**config.mk**
```make
export PLATFORM = sky130hd
export DESIGN_NAME = dsa_simd_sched
export DESIGN_NICKNAME = d
export VERILOG_FILES = /design/src/rtl/dsa_sched_pkg.sv /design/src/rtl/dsa_coord_clamp.sv /design/src/rtl/dsa_simd_sched.sv
export SDC_FILE = /design/constraint.sdc
export NUM_CORES = 2
export LEC_CHECK = 0
export CORE_MARGIN = 2
export CORE_UTILIZATION = 55
export DETAILED_ROUTE_END_ITERATION = 8
export GPL_ROUTABILITY_DRIVEN = 1
export PLACE_DENSITY_LB_ADDON = 0.2
export SYNTH_ARGS = -nofsm -noshare
export SYNTH_HDL_FRONTEND = slang
export SYNTH_SLANG_ARGS = --single-unit
```
**constraint.sdc**
```tcl
create_clock -name clk -period 15.4 [get_ports clk]
set_clock_uncertainty 0.1 [all_clocks]
set_input_delay 3.08 -clock clk [delete_from_list [all_inputs] [get_ports clk]]
set_output_delay 3.08 -clock clk [all_outputs]
set_load 0.01 [all_outputs]
```
**src/rtl/dsa_sched_pkg.sv**
```systemverilog
// Shared types and helpers for the multi-lane bilinear work scheduler.
package dsa_sched_pkg;

  localparam int Q_FRAC = 8;
  localparam int DESC_W = 16;

  typedef enum logic [2:0] {
    S_IDLE,
    S_INIT,
    S_EMIT,
    S_WAIT,
    S_DONE
  } sched_state_e;

  typedef struct packed {
    logic [DESC_W-1:0] addr;
    logic [DESC_W-1:0] x0;
    logic [DESC_W-1:0] x1;
    logic [Q_FRAC-1:0] fx;
  } lane_desc_t;

  function automatic logic [15:0] sat16(input logic [31:0] v);
    return (v > 32'h0000_FFFF) ? 16'hFFFF : v[15:0];
  endfunction

endpackage

```
**src/rtl/dsa_coord_clamp.sv**
```systemverilog
// Splits a Q8.8 source coordinate into integer/fraction and clamps the integer
// part (and its +1 neighbour) to the last valid index of the dimension.
module dsa_coord_clamp
  import dsa_sched_pkg::*;
#(
  parameter int DIM_W = 16
) (
  input  logic [2*DIM_W-1:0] q_i,
  input  logic [DIM_W-1:0]   lim_i,
  output logic [DIM_W-1:0]   i0_o,
  output logic [DIM_W-1:0]   i1_o,
  output logic [Q_FRAC-1:0]  frac_o
);

  localparam int IW = 2*DIM_W - Q_FRAC;

  logic [IW-1:0] int_w;
  logic [IW-1:0] last_w;

  assign int_w  = q_i[2*DIM_W-1:Q_FRAC];
  assign last_w = IW'(lim_i) - IW'(1);

  assign i0_o   = (int_w > last_w)  ? DIM_W'(last_w) : DIM_W'(int_w);
  assign i1_o   = (int_w >= last_w) ? DIM_W'(last_w) : DIM_W'(int_w + IW'(1));
  assign frac_o = q_i[Q_FRAC-1:0];

endmodule

```
**src/rtl/dsa_simd_sched.sv**
```systemverilog
// Multi-lane bilinear work scheduler: emits batches of LANES output pixels with
// source coordinates and Q8.8 weights. Optional counters: DSA_SCHED_PERF_EN.
module dsa_simd_sched
  import dsa_sched_pkg::*;
#(
  parameter int LANES = 4,
  parameter int AW    = 12,
  parameter int DIM_W = 16,
  parameter int CNT_W = 32
) (
  input  logic                   clk,
  input  logic                   rst,
  input  logic                   start,
  input  logic                   step_en,
  input  logic                   step_pulse,
  input  logic [DIM_W-1:0]       cfg_in_w,
  input  logic [DIM_W-1:0]       cfg_in_h,
  input  logic [DIM_W-1:0]       cfg_scale_q88,
  input  logic [DIM_W-1:0]       cfg_inv_q88,
  output logic                   busy,
  output logic                   done,
  output logic                   err,
  output logic [DIM_W-1:0]       out_w,
  output logic [DIM_W-1:0]       out_h,
  output logic                   bat_valid,
  input  logic                   bat_ready,
  output logic [LANES-1:0]       bat_mask,
  output logic [LANES*AW-1:0]    bat_addr,
  output logic [LANES*DIM_W-1:0] bat_x0,
  output logic [LANES*DIM_W-1:0] bat_x1,
  output logic [DIM_W-1:0]       bat_y0,
  output logic [DIM_W-1:0]       bat_y1,
  output logic [LANES*8-1:0]     bat_fx,
  output logic [7:0]             bat_fy,
  output logic [CNT_W-1:0]       perf_batches,
  output logic [CNT_W-1:0]       perf_pixels,
  output logic [CNT_W-1:0]       perf_stalls
);

  localparam int ACC_W = 2*DIM_W;
  localparam int PW    = $clog2(LANES+1);
  localparam logic [ACC_W:0] AREA_MAX = {{ACC_W{1'b0}}, 1'b1} << AW;

  sched_state_e     state_q, state_d;
  logic             err_q, err_d;
  logic [DIM_W-1:0] out_w_q, out_w_d, out_h_q, out_h_d;
  logic [DIM_W-1:0] in_w_q, in_w_d, in_h_q, in_h_d, inv_q, inv_d;
  logic [ACC_W-1:0] x_acc_q, x_acc_d, y_acc_q, y_acc_d;
  logic [DIM_W-1:0] col_q, col_d, row_q, row_d;
  logic [AW-1:0]    addr_q, addr_d;

  logic [ACC_W-1:0] inv_ext;
  logic [ACC_W-1:0] prod_w, prod_h, area;
  logic [DIM_W-1:0] out_w_calc, out_h_calc;
  logic             cfg_bad;
  logic             row_end, last_row;
  logic [PW-1:0]    pix_cnt;

  assign inv_ext = {{DIM_W{1'b0}}, inv_q};

  assign prod_w     = {{DIM_W{1'b0}}, cfg_in_w} * {{DIM_W{1'b0}}, cfg_scale_q88};
  assign prod_h     = {{DIM_W{1'b0}}, cfg_in_h} * {{DIM_W{1'b0}}, cfg_scale_q88};
  assign out_w_calc = DIM_W'(sat16(32'(prod_w >> Q_FRAC)));
  assign out_h_calc = DIM_W'(sat16(32'(prod_h >> Q_FRAC)));
  assign area       = {{DIM_W{1'b0}}, out_w_calc} * {{DIM_W{1'b0}}, out_h_calc};

  assign cfg_bad = (out_w_calc == '0) || (out_h_calc == '0) || (cfg_in_w == '0) ||
                   (cfg_in_h == '0) || (cfg_inv_q88 == '0) || ({1'b0, area} > AREA_MAX);

  // A batch is always cut at the row boundary so y0/y1/fy can be shared.
  assign row_end  = ({1'b0, col_q} + (DIM_W+1)'(LANES)) >= {1'b0, out_w_q};
  assign last_row = (row_q == out_h_q - DIM_W'(1));

  for (genvar gi = 0; gi < LANES; gi++) begin : g_lane
    logic [ACC_W-1:0] sx;
    assign sx = x_acc_q + inv_ext * ACC_W'(gi);
    assign bat_mask[gi] = ({1'b0, col_q} + (DIM_W+1)'(gi)) < {1'b0, out_w_q};
    assign bat_addr[gi*AW +: AW] = addr_q + AW'(gi);

    dsa_coord_clamp #(.DIM_W(DIM_W)) u_x_clamp (
      .q_i    (sx),
      .lim_i  (in_w_q),
      .i0_o   (bat_x0[gi*DIM_W +: DIM_W]),
      .i1_o   (bat_x1[gi*DIM_W +: DIM_W]),
      .frac_o (bat_fx[gi*8 +: 8])
    );
  end

  dsa_coord_clamp #(.DIM_W(DIM_W)) u_y_clamp (
    .q_i    (y_acc_q),
    .lim_i  (in_h_q),
    .i0_o   (bat_y0),
    .i1_o   (bat_y1),
    .frac_o (bat_fy)
  );

  always_comb begin
    pix_cnt = '0;
    for (int k = 0; k < LANES; k++) begin
      pix_cnt = pix_cnt + PW'(bat_mask[k]);
    end
  end

  always_comb begin
    state_d = state_q;
    err_d   = err_q;
    out_w_d = out_w_q;
    out_h_d = out_h_q;
    in_w_d  = in_w_q;
    in_h_d  = in_h_q;
    inv_d   = inv_q;
    x_acc_d = x_acc_q;
    y_acc_d = y_acc_q;
    col_d   = col_q;
    row_d   = row_q;
    addr_d  = addr_q;
    case (state_q)
      S_IDLE: begin
        if (start) begin
          state_d = S_INIT;
          err_d   = 1'b0;
        end
      end
      S_INIT: begin
        in_w_d  = cfg_in_w;
        in_h_d  = cfg_in_h;
        inv_d   = cfg_inv_q88;
        out_w_d = out_w_calc;
        out_h_d = out_h_calc;
        x_acc_d = '0;
        y_acc_d = '0;
        col_d   = '0;
        row_d   = '0;
        addr_d  = '0;
        if (cfg_bad) begin
          err_d   = 1'b1;
          state_d = S_DONE;
        end else begin
          state_d = step_en ? S_WAIT : S_EMIT;
        end
      end
      S_EMIT: begin
        if (bat_ready) begin
          addr_d = addr_q + AW'(pix_cnt);
          if (row_end) begin
            col_d   = '0;
            x_acc_d = '0;
            y_acc_d = y_acc_q + inv_ext;
            row_d   = row_q + DIM_W'(1);
          end else begin
            col_d   = col_q + DIM_W'(LANES);
            x_acc_d = x_acc_q + inv_ext * ACC_W'(LANES);
          end
          if (row_end && last_row) begin
            state_d = S_DONE;
          end else if (step_en) begin
            state_d = S_WAIT;
          end
        end
      end
      S_WAIT: begin
        if (!step_en || step_pulse) begin
          state_d = S_EMIT;
        end
      end
      S_DONE:  state_d = S_IDLE;
      default: state_d = S_IDLE;
    endcase
  end

  always_ff @(posedge clk) begin
    if (rst) begin
      state_q <= S_IDLE;
      err_q   <= 1'b0;
      out_w_q <= '0;
      out_h_q <= '0;
      in_w_q  <= '0;
      in_h_q  <= '0;
      inv_q   <= '0;
      x_acc_q <= '0;
      y_acc_q <= '0;
      col_q   <= '0;
      row_q   <= '0;
      addr_q  <= '0;
    end else begin
      state_q <= state_d;
      err_q   <= err_d;
      out_w_q <= out_w_d;
      out_h_q <= out_h_d;
      in_w_q  <= in_w_d;
      in_h_q  <= in_h_d;
      inv_q   <= inv_d;
      x_acc_q <= x_acc_d;
      y_acc_q <= y_acc_d;
      col_q   <= col_d;
      row_q   <= row_d;
      addr_q  <= addr_d;
    end
  end

  assign busy      = (state_q != S_IDLE) && (state_q != S_DONE);
  assign done      = (state_q == S_DONE);
  assign err       = err_q;
  assign out_w     = out_w_q;
  assign out_h     = out_h_q;
  assign bat_valid = (state_q == S_EMIT);

`ifdef DSA_SCHED_PERF_EN
  localparam logic [CNT_W-1:0] CNT_MAX = '1;

  logic [CNT_W-1:0] perf_batches_q, perf_pixels_q, perf_stalls_q;
  logic             xfer;

  assign xfer = bat_valid && bat_ready;

  always_ff @(posedge clk) begin
    if (rst || ((state_q == S_IDLE) && start)) begin
      perf_batches_q <= '0;
      perf_pixels_q  <= '0;
      perf_stalls_q  <= '0;
    end else begin
      if (xfer && (perf_batches_q != CNT_MAX)) begin
        perf_batches_q <= perf_batches_q + CNT_W'(1);
      end
      if (xfer) begin
        perf_pixels_q <= ((CNT_MAX - perf_pixels_q) < CNT_W'(pix_cnt)) ?
                         CNT_MAX : perf_pixels_q + CNT_W'(pix_cnt);
      end
      if (bat_valid && !bat_ready && (perf_stalls_q != CNT_MAX)) begin
        perf_stalls_q <= perf_stalls_q + CNT_W'(1);
      end
    end
  end

  assign perf_batches = perf_batches_q;
  assign perf_pixels  = perf_pixels_q;
  assign perf_stalls  = perf_stalls_q;
`else
  assign perf_batches = '0;
  assign perf_pixels  = '0;
  assign perf_stalls  = '0;
`endif

endmodule

```
# Word-level counts from Yosys, hierarchy flattened
# Index checks and enable logic that the tools add are counted.
[totals]
inputBits = 70
wordCells = 131
regBits = 192
[op_classes]
n_reduce_logical = 22
eq_ne = 12
magnitude_cmp = 18
mul = 4
n_addsub = 26
muxes = 37
[ops]
columns = ["op", "count"]
rows = [
  ["two-way mux 16 bit", 16],
  ["two-way mux 32 bit", 4],
  ["case mux 32 bit (2 select lines)", 2],
  ["greater-or-equal comparator 24 bit", 5],
  ["greater-than comparator 24 bit", 5],
  ["adder 16 x 1 -> 16 bit, second input constant", 6],
  ["multiplier 16 x 16 -> 32 bit", 3],
  ["logical NOT 16 bit", 5],
  ["adder 32 x 16 -> 32 bit", 2],
  ["adder 32 x 18 -> 32 bit", 2],
  ["case mux 16 bit (2 select lines)", 2],
  ["< comparator 17 x 16 -> 1 bit", 3],
  ["greater-than comparator 24 x 16 -> 1 bit, second input constant", 2],
  ["adder 16 x 2 -> 17 bit, second input constant", 2],
  ["subtractor 16 x 1 -> 17 bit, second input constant", 2],
  ["adder 32 x 17 -> 32 bit", 1],
  ["greater-than comparator 32 x 13 -> 1 bit, second input constant", 1],
  ["adder 12 x 2 -> 12 bit, second input constant", 2],
  ["case mux 12 bit (2 select lines)", 1],
  ["multiplier 16 x 2 -> 18 bit, second input constant", 1],
  ["two-way mux 3 bit", 6],
  ["adder 16 x 1 -> 17 bit, second input constant", 1],
  ["adder 16 x 3 -> 17 bit, second input constant", 1],
  ["greater-or-equal comparator 17 x 16 -> 1 bit", 1],
  ["other kinds (29)", 43],
]

# Longest topological paths before layout
[depth]
word_depth = 11
mapped_depth = 53
ltp_nobuf = 48

# Cells and area by module
# A second synthesis with hierarchy kept.
[hier_totals]
cells_unflattened = 5910
area_unflattened_um2 = 48091.1
[modules_own_cells]
columns = ["mod", "seq_area_each_um2", "instances", "area_each_um2", "cells_per_inst"]
rows = [
  ["dsa_simd_sched", 3763.6, 1, 40321.2, 4945],
  ["dsa_coord_clamp", 0.0, 5, 1554.0, 193],
]

# Worst setup path before layout
# No wires, ideal clock.
[synth_timing]
path_kind = "input -> register"
from = "input port cfg_in_w[8]"
to = "register err_q, in the netlist err"
slack_ps = -728
n_path_buf = 4
setup_time_ps = 132
arrival_ps = 15896
path_stages = 47
t_required_ps = 15168
cell_sequence = "clkbuf_1 clkbuf_1 nand2_1 fa_1 fa_1 fa_1 fa_1 inv_1 fa_1 inv_1 fa_1 inv_1 ha_1 and3_1 a22o_1 o311ai_1 mux2i_1 o21ai_0 (+11 left out) fa_1 fa_1 inv_1 fa_1 inv_1 ha_1 a21o_1 or2_2 a211oi_1 nand3b_1 o21ai_0 xor2_1 nand4b_1 a2111oi_0 o2111ai_1 nor4b_1 a21o_1 a21oi_1"
[synth_between]
elab_chain_len = 11
word_cells_on_any_way = 14
classes_between = "2 x mul; 2 x order compare; 1 x eq/ne; 1 x mux; 8 x reduce/logical"
[synth_rtl]
columns = ["element", "line_no", "rtl"]
rows = [
  ["start, declared", "dsa_simd_sched.sv:16", "input logic [DIM_W-1:0] cfg_in_w,"],
  ["parallel branches: the longest is 8 deep, another holds multiplier 16 x 16 -> 32 bit", "-", ""],
  ["logical OR 1 bit *", "dsa_simd_sched.sv:68", "(cfg_in_h == '0) || (cfg_inv_q88 == '0) || ({1'b0, area} > AREA_MAX);"],
  ["inequality test 2 bit (no source line) *", "-", ""],
  ["AND reduction 3 bit (no source line) *", "-", ""],
  ["end signal, assigned", "dsa_simd_sched.sv:187", "err_q <= err_d;"],
  ["end, declared", "dsa_simd_sched.sv:45", "logic err_q, err_d;"],
]
# Mark *: on every way between the ends.
# A chain may end at the register's enable or synchronous reset.

# Worst setup path in the final report
[layout_timing]
from = "input port cfg_in_w[6]"
to = "register err_q, in the netlist err"
# The elaborated chain is that of the path after synthesis.

==> impl_metrics.json <==
{
  "ys_ff_latch": 188,
  "grt_max_degree": 64,
  "clkLatencyLatePin_ns": 0.51,
  "rrSetupSlack_ns": 10.20,
  "start_util_pct": 55.4,
  "wl_per_cell_um": 20.3,
  "htree_levels": 4,
  "crit_slowest_cell": "or4b_4",
  "cts_made_buffers": 17,
  "min_path_cells": 2,
  "syn_to_final_growth_pct": 23.5,
  "max_clock_freq_mhz": 65.0,
  "clock_path_buffers": 2,
  "cp.arrival_ns": 15.67,
  "cts-root-buf": "clkbuf_16",
  "antenna_found_initial": 1,
  "hold_class": "reg -> reg",
  "hold_violations": 0,
  "path_common_cell": "fa_1",
  "clock-sinks": 188,
  "die_height_um": 297,
  "drv_cap": 0,
  "dpl.hpwl_um": 127000,
  "synth_seq_area_share_pct": 7.98,
  "drive_above_1_share_pct": 16.2,
  "crit_path_start_kind": "primary input",
  "io_pins": 454,
  "required_ns": 15.68,
  "layout_min_cycle_time_ns": 15.39,
  "setup_violations": 0,
  "die_w_um": 297,
  "drt_iter0_drc": 2946,
  "final_common_cell": "inv_1",
  "synth_cell_types": 87,
  "synth-async-reset-ratio_pct": 0,
  "multiInputGateArea_mm2": 0.0402,
  "cp-end-kind": "flip-flop",
  "seqCellArea_mm2": 0.00376,
  "num_rows": 107,
  "tritoncts": "done",
  "synth_flop_cell": "dfxtp_1",
  "grt_pass1_vias": 44600,
  "r2r_cells": 18,
  "grt_setup_unrepaired": "yes",
  "dp_cells": 7629,
  "io_buffers": 354,
  "setup_ws_ns": 0.00925,
  "overflow": 0,
  "synthCells": 5870,
  "hold_end": "in_w_q[15]",
  "layout_common_cells": "inv_1, nand2_1, buf_4",
  "globalplace.congestion": 1.06,
  "dp_slack_ns": -1.77,
  "worst_pin_slew_ns": 1.24,
  "vias": 43800,
  "rr_endpoint": "row_q[7]",
  "nets": 7841,
  "final_cells": 7759,
  "grt_pass1_wl_um": 245000,
  "hp-start": "in_w_q[15]",
  "slew_viol_final": 0,
  "drt_wl_total_um": 157000,
  "critPathMaxFanout": 6,
  "yosys_warnings": 0,
  "slowest_delay_ns": 0.66,
  "die_area_mm2": 0.0882,
  "antenna_left": 0,
  "worstReg2RegStart": "col_q[2]",
  "finalSetupTns_ns": 0,
  "avgSynthCellArea_um2": 8.04,
  "fp.coreArea_mm2": 0.0851,
  "cts.clk_slew.worst_paths_ns": 0.08,
  "setup.worst_path.class": "in -> reg",
  "slew_headroom_pct": 16.8,
  "syn_area_mm2": 0.0472,
  "drtPass1Iterations": 5,
  "routed_via_density": 5.65,
  "post-route-period-util_pct": 99.9,
  "status": "completed",
  "drc": 0,
  "synth_edf_count": 0,
  "grt_util_all_layers_pct": 35.0,
  "num-fill-cells": 7029
}
## worst max-delay path by stage
stage,from,endpoint
finish,cfg_in_w[6],err
global route,cfg_scale_q88[5],err
CTS,cfg_in_h[10],err
detailed placement,cfg_scale_q88[11],err
global placement,cfg_scale_q88[6],err
floorplan,cfg_in_w[12],err
## what timing repair did
action / in CTS / in global routing
setup buffers: 31 / 54
hold buffers: 0 / 0
gates resized for setup: 216 / 321
gates cloned: 8 / 7
pin swaps: 113 / 247
setup endpoints to repair: 4 / 4
## sequential cells by signal, indices dropped and copies added, names as in the netlist
signal and count:
y_acc_q 32, out_h 16, addr_q 12, col_q 14
err 1, in_w_q 16, row_q 16, state_q 3
out_w 16, in_h_q 16, inv_q 16, x_acc_q 30
## synthesized netlist by cell type (13+ instances only)
| cell | count | area share [%] |
|---|---|---|
| a211oi_1 | 45 | 0.72 |
| a21o_1 | 86 | 1.4 |
| a21oi_1 | 294 | 3.1 |
| a22oi_1 | 27 | 0.43 |
| a311oi_1 | 13 | 0.24 |
| a31oi_1 | 28 | 0.37 |
| and2_1 | 265 | 3.5 |
| and3_1 | 39 | 0.52 |
| buf_1 | 14 | 0.11 |
| buf_4 | 119 | 1.9 |
| clkbuf_1 | 271 | 2.2 |
| dfxtp_1 | 188 | 8.0 |
| fa_1 | 600 | 25 |
| ha_1 | 570 | 15 |
| inv_1 | 822 | 6.5 |
| mux2i_1 | 139 | 2.9 |
| nand2_1 | 690 | 5.5 |
| nand2b_1 | 76 | 1.0 |
| nand3_1 | 106 | 1.1 |
| nand3b_1 | 13 | 0.21 |
| nand4_1 | 78 | 1.0 |
| nor2_1 | 397 | 3.2 |
| nor2b_1 | 54 | 0.72 |
| nor3_1 | 94 | 1.0 |
| nor4_1 | 34 | 0.45 |
| o211ai_1 | 21 | 0.33 |
| o21a_1 | 43 | 0.68 |
| o21ai_0 | 150 | 1.6 |
| or2_2 | 18 | 0.24 |
| or3_1 | 36 | 0.48 |
| xnor2_1 | 234 | 4.3 |
| xor2_1 | 113 | 2.1 |
## through the flow
| stage | cell area (um2) | util, % | hold WS (ns) |
|---|---|---|---|
| 5_1_grt | 58300 | 68.4 | 0.412 |
| 2_1_floorplan | 47900 | - | 0.350 |
| 3_5_place_dp | 55300 | 65.0 | 0.373 |
| 4_1_cts | 56900 | 66.9 | 0.383 |
| 3_3_place_gp | 55300 | 65.0 | 0.365 |
| 6_report | 58300 | 68.4 | 0.383 |
## cells by family (layout without fill, tap and decap cells)
| kind of cell | after synthesis | after routing | synth area share [%] |
|---|---|---|---|
| muxes | 150 | 150 | 3.21 |
| AOI/OAI and AO/OA | 824 | 824 | 11.1 |
| DFF | 188 | 188 | 7.98 |
| adders and majority gates | 1170 | 1170 | 40.6 |
| other | 2 | 101 | 0.0159 |
| and+or+nand+nor | 1949 | 1952 | 19.8 |
| xor gates and xnor gates | 347 | 347 | 6.44 |
| buffers and inverters | 1240 | 1883 | 10.9 |
## area by class of cell
type / count / share of cell area (%)
antenna: 1 / 0.00429
tap: 1144 / 2.46
clock buffer: 17 / 0.730
multi-input combinational: 4543 / 69.0
timing repair buffer: 1026 / 15.8
inverter: 825 / 5.32
clock inverter: 15 / 0.290
sequential: 188 / 6.46
## metal layers
metal	part of all wire [%]	vias to the layer above	track usage (%)
li1	-	20300	-
met2	47	1799	59.2
met5	0	-	0
met3	7.9	453	6.36
met1	39	21200	43.2
met4	5.4	0	16.6
## critical path, delay by kind of cell
family | cells | cell delay [ns]
AND/OR/NAND/NOR | 13 | 3.23
adder cells (fa/ha/maj) | 14 | 6.46
buffers and inverters | 11 | 1.04
AO/OA/AOI/OAI | 9 | 1.77
multiplexers | 1 | 0.10
Power is left out: the tool's default activity adds up to more than one toggle a clock period on the data nets, which glitch-free logic cannot reach.
